<file path="src/rtl/palindrome_gen.sv">
// palindrome_gen: after a start request, emits every WIDTH-bit binary
// palindrome in ascending order, starting from a seed half-word. Words go
// out one per valid/ready handshake.
//
// state  | meaning
// -------+---------------------------------------------------------------
// S_IDLE | waiting for start; out_valid low
// S_GEN  | presenting pal_out; advances on each handshake, abort returns
// S_DONE | final word has transferred; done high for this single cycle
//
// pal_out is rebuilt from the half value each time the half register is
// loaded. This keeps every output a plain flop, so out_ready never has a
// combinational path to any output.

module palindrome_gen #(
  parameter  int WIDTH = 8,
  localparam int HALF  = (WIDTH + 1) / 2
) (
  input  logic              clk,
  input  logic              rst,
  input  logic              start,
  input  logic [HALF-1:0]   seed,
  input  logic              abort,
  input  logic              out_ready,
  output logic              out_valid,
  output logic [WIDTH-1:0]  pal_out,
  output logic              last,
  output logic              busy,
  output logic              done,
  output logic [HALF:0]     emit_cnt
);

  // The low part mirrors only the top LOW bits of the half word. For odd
  // WIDTH the half's LSB is the centre bit and is not mirrored.
  localparam int LOW = WIDTH - HALF;

  localparam logic [HALF-1:0] HALF_ONES = '1;
  localparam logic [HALF-1:0] HALF_INC  = HALF'(1);
  localparam logic [HALF:0]   CNT_INC   = (HALF + 1)'(1);

  typedef enum logic [1:0] {
    S_IDLE,
    S_GEN,
    S_DONE
  } state_t;

  state_t          state;
  logic [HALF-1:0] half;
  logic [HALF-1:0] half_next;
  logic            xfer;

  function automatic logic [WIDTH-1:0] mirror(input logic [HALF-1:0] h);
    logic [WIDTH-1:0] w;
    w = '0;
    w[WIDTH-1 -: HALF] = h;
    for (int i = 0; i < LOW; i++) begin
      w[i] = h[HALF-1-i];
    end
    return w;
  endfunction

  assign half_next = half + HALF_INC;
  assign xfer      = out_valid && out_ready;

  // Sequencer: half register, handshake counter and all registered outputs.
  always_ff @(posedge clk) begin
    if (rst) begin
      state     <= S_IDLE;
      half      <= '0;
      out_valid <= 1'b0;
      pal_out   <= '0;
      last      <= 1'b0;
      busy      <= 1'b0;
      done      <= 1'b0;
      emit_cnt  <= '0;
    end else begin
      case (state)
        S_IDLE: begin
          done <= 1'b0;
          if (start) begin
            state     <= S_GEN;
            half      <= seed;
            pal_out   <= mirror(seed);
            last      <= (seed == HALF_ONES);
            out_valid <= 1'b1;
            busy      <= 1'b1;
            emit_cnt  <= '0;
          end
        end

        S_GEN: begin
          if (abort) begin
            // The word on the bus this cycle does not count as transferred.
            state     <= S_IDLE;
            out_valid <= 1'b0;
            last      <= 1'b0;
            busy      <= 1'b0;
          end else if (xfer) begin
            emit_cnt <= emit_cnt + CNT_INC;
            if (last) begin
              // The half register stays at all ones rather than wrapping.
              state     <= S_DONE;
              out_valid <= 1'b0;
              last      <= 1'b0;
              done      <= 1'b1;
            end else begin
              half    <= half_next;
              pal_out <= mirror(half_next);
              last    <= (half_next == HALF_ONES);
            end
          end
        end

        S_DONE: begin
          state <= S_IDLE;
          done  <= 1'b0;
          busy  <= 1'b0;
        end

        default: begin
          state     <= S_IDLE;
          out_valid <= 1'b0;
          last      <= 1'b0;
          busy      <= 1'b0;
          done      <= 1'b0;
        end
      endcase
    end
  end

endmodule
</file>
<file path="config.mk">
export PLATFORM = sky130hd
export DESIGN_NAME = palindrome_gen
export DESIGN_NICKNAME = d
export VERILOG_FILES = /design/src/rtl/palindrome_gen.sv
export SDC_FILE = /design/constraint.sdc
export NUM_CORES = 1
export LEC_CHECK = 0
export CORE_MARGIN = 1
export CORE_UTILIZATION = 50
export CTS_CLUSTER_DIAMETER = 200
export CTS_CLUSTER_SIZE = 24
export DETAILED_ROUTE_END_ITERATION = 6
export PLACE_DENSITY = 0.81
export SLEW_MARGIN = 20
export SYNTH_ARGS = -nofsm -noshare
export SYNTH_HDL_FRONTEND = slang
export SYNTH_SLANG_ARGS = --single-unit
</file>
<file path="constraint.sdc">
create_clock -name clk -period 2.9 [get_ports clk]
set_clock_uncertainty 0.05 [all_clocks]
set_input_delay 0.58 -clock clk [delete_from_list [all_inputs] [get_ports clk]]
set_output_delay 0.58 -clock clk [all_outputs]
set_load 0.1 [all_outputs]
</file>
==> metrics <==
busiest metal layer after global routing met2; CP Cell Sequence clkdlybuf4s50_1 -> nand2b_1 -> a2bb2oi_2 -> or3_1 -> a21oi_1; Final period util 0.654; Final Setup Violations 0; RSZ-0062 raised after global routing false; status finished, final reports clean; final cell count without fillers roughly 150; n_diodes 0; dpl hpwl 1.33 mm; CTS Buffer Depth 2; layout cells sized above 1 0.194; cell type with the largest total area after synthesis dfxtp_1; met1 usage in global routing 0.254; crit path launch start; core area 1730 µm²; drt via density 5.39; worst r2r src state[0]; Final min period around 1.9 ns; worst hold path class reg -> reg; DRC Markers 0; drt wl/cell 12.4 µm; Post-CTS Setup Inserts 0; worst skew pair latency 0.28 ns; max frequency 0.527 GHz; vias in the first global route 652; Die Y-Extent about 45 µm; met2 GRT Util 0.306; area occupied by registers 300 µm²; Async SR Flop Fraction 0; Post-Syn Area just over 900 µm²; gr usage total 0.198; Final Hold Vio Count 0; max incr delay on CP 0.52 ns; Root Buffer clkbuf_4; Placer Congestion 0.843; initial core utilization 0.530; Worst R2R Path Depth 4; Die X 44.8 µm; met3 usage 0.0480; Synth Area per Inst roughly 8.4 µm²; Clock Sink Count 15; TritonCTS clock tree built; Mapped Cells 109; RR Endpoint pal_out[5]; total gr overflow 0; most common cell after layout, fill and taps aside buf_4; Data arrival, critical path 2.06 ns; PortBufs 25; slew at the pin closest to its max-slew limit 0.663 ns; Total Wirelength between 1.5 and 2 mm; Worst Path Max Fanout 8; first-pass GRT wire length about 2.9 mm; dpl cells 150; P_leak about 0.00044 µW; first-pass iteration count of the detailed router 4; Final Max Tran Viols 0; Warnings, synthesis 0; Top FF cell, synth dfxtp_1; clock buffer count from CTS 3; Max VDD drop 0.297 mV; DR iter-0 viols 20; synthesized flop and latch total 15; worst setup path end pal_out[4]; clk slew on worst S/H paths ~0.090 ns; syn nets 121; via count 830; num rows 15; Fill cells 161; max-capacitance violation count 0; FF-to-FF setup slack 1.18 ns; CTS Hold Bufs 0; area share of the largest cell type after synthesis 0.328; CP Capture Type register; # IOs 26; H-tree lvl count 1; post-CTS sizing 0; Multi-input gate area 538 µm²; CP required 3.06 ns; largest net degree at the start of global routing 18; Synth area leaders dfxtp_1 (33%), a21oi_1 (5.5%), xnor2_1 (4.8%); fin nets 142; most frequent cells in the layout buf_4 (17), dfxtp_1 (15), nor2_1 (11), a21oi_1 (10), clkdlybuf4s50_1 (8); setup TNS 0 ns; Seq/Total Area, Yosys 0.328; Synth cell types 37; slowest CP cell clkdlybuf4s50_1; Post-DRT Antenna Nets 0; Post-synth EDFFs 0; Area Growth Syn to Fin 22.5%; Worst Setup Start Kind input pin; Cell Pwr Density 462 nW/µm²; relative slew slack 0.557; kind of critical path in -> reg; Die ar. 2010 µm²; initial antenna violation count 0
==> final cells by class <==
class,count,area share
multi-input combinational,80,0.479
sequential,15,0.268
timing repair buffer,25,0.185
tap,25,0.0279
clock buffer,4,0.0234
inverter,5,0.0167
==> how the worst min path moves through the flow <==
| stage | startpoint | endpoint | slack (ns) | cells past startpoint |
|---|---|---|---|---|
| detailed placement | emit_cnt[4] | emit_cnt[4] | 0.46 | 2 |
| global route | emit_cnt[4] | emit_cnt[4] | 0.50 | 2 |
| floorplan | state[0] | state[0] | 0.61 | 3 |
| CTS | emit_cnt[4] | emit_cnt[4] | 0.49 | 2 |
| global placement | done | done | 0.45 | 2 |
| finish | emit_cnt[4] | emit_cnt[4] | 0.48 | 2 |
==> logic make-up (layout without fill, tap and decap cells) <==
group                    Yosys count  count (layout)  share of synthesized area
AO/OA/AOI/OAI                     29              29                      0.230
multiplexers                       1               1                     0.0109
flip-flops                        15              15                      0.328
adder cells (fa/ha/maj)            3               3                     0.0410
AND/OR/NAND/NOR                   42              42                      0.258
buffers and inverters             14              34                     0.0847
XOR/XNOR                           5               5                     0.0478
==> state kept, by name, indices dropped and copies added (netlist names) <==
name       count
emit_cnt       5
pal_out        4
state          2
busy           1
done           1
last           1
out_valid      1
==> routing by layer <==
layer / share of wire / wire (µm)
met5: 0 / 0
met4: 0.012 / 22
met3: 0.053 / 101
met2: 0.48 / 920
met1: 0.45 / 865
==> worst max-delay path: cells and delay by family <==
family	cells	cell delay, ns
and+or+nand+nor	2	0.59
buffers and inverters	1	0.52
AOI/OAI and AO/OA	2	0.37
==> Yosys cell counts (all sizes together), types with 3 or more instances <==
master and count:
nor2 11, o21ai 4, a21oi 10, dfxtp 15, xnor2 5, ha 3
nand2 6, nand3 3, nor3 4, a31oi 3, nor2b 3, inv 5
nand2b 4, a211oi 3, a21o 3, buf 7
==> through the flow <==
step | setup WS, ns | hold slack, ns | util | power (µW) | cell area [µm²]
2_1_floorplan | 0.827 | 0.606 | - | 369 | 916
5_1_grt | 0.908 | 0.496 | 0.650 | 547 | 1120
3_5_place_dp | 0.716 | 0.463 | 0.635 | 402 | 1100
3_3_place_gp | 0.740 | 0.447 | 0.635 | 401 | 1100
4_1_cts | 1.02 | 0.486 | 0.650 | 524 | 1120
6_report | 1.00 | 0.481 | 0.650 | 519 | 1120
==> power by group <==
part           switching, µW  internal, µW  leakage, µW
logic                    122          45.9     0.000301
clock network           68.9          53.4    0.0000150
registers               14.8           215     0.000122
Note: power is estimated with default switching activity, not from simulation.
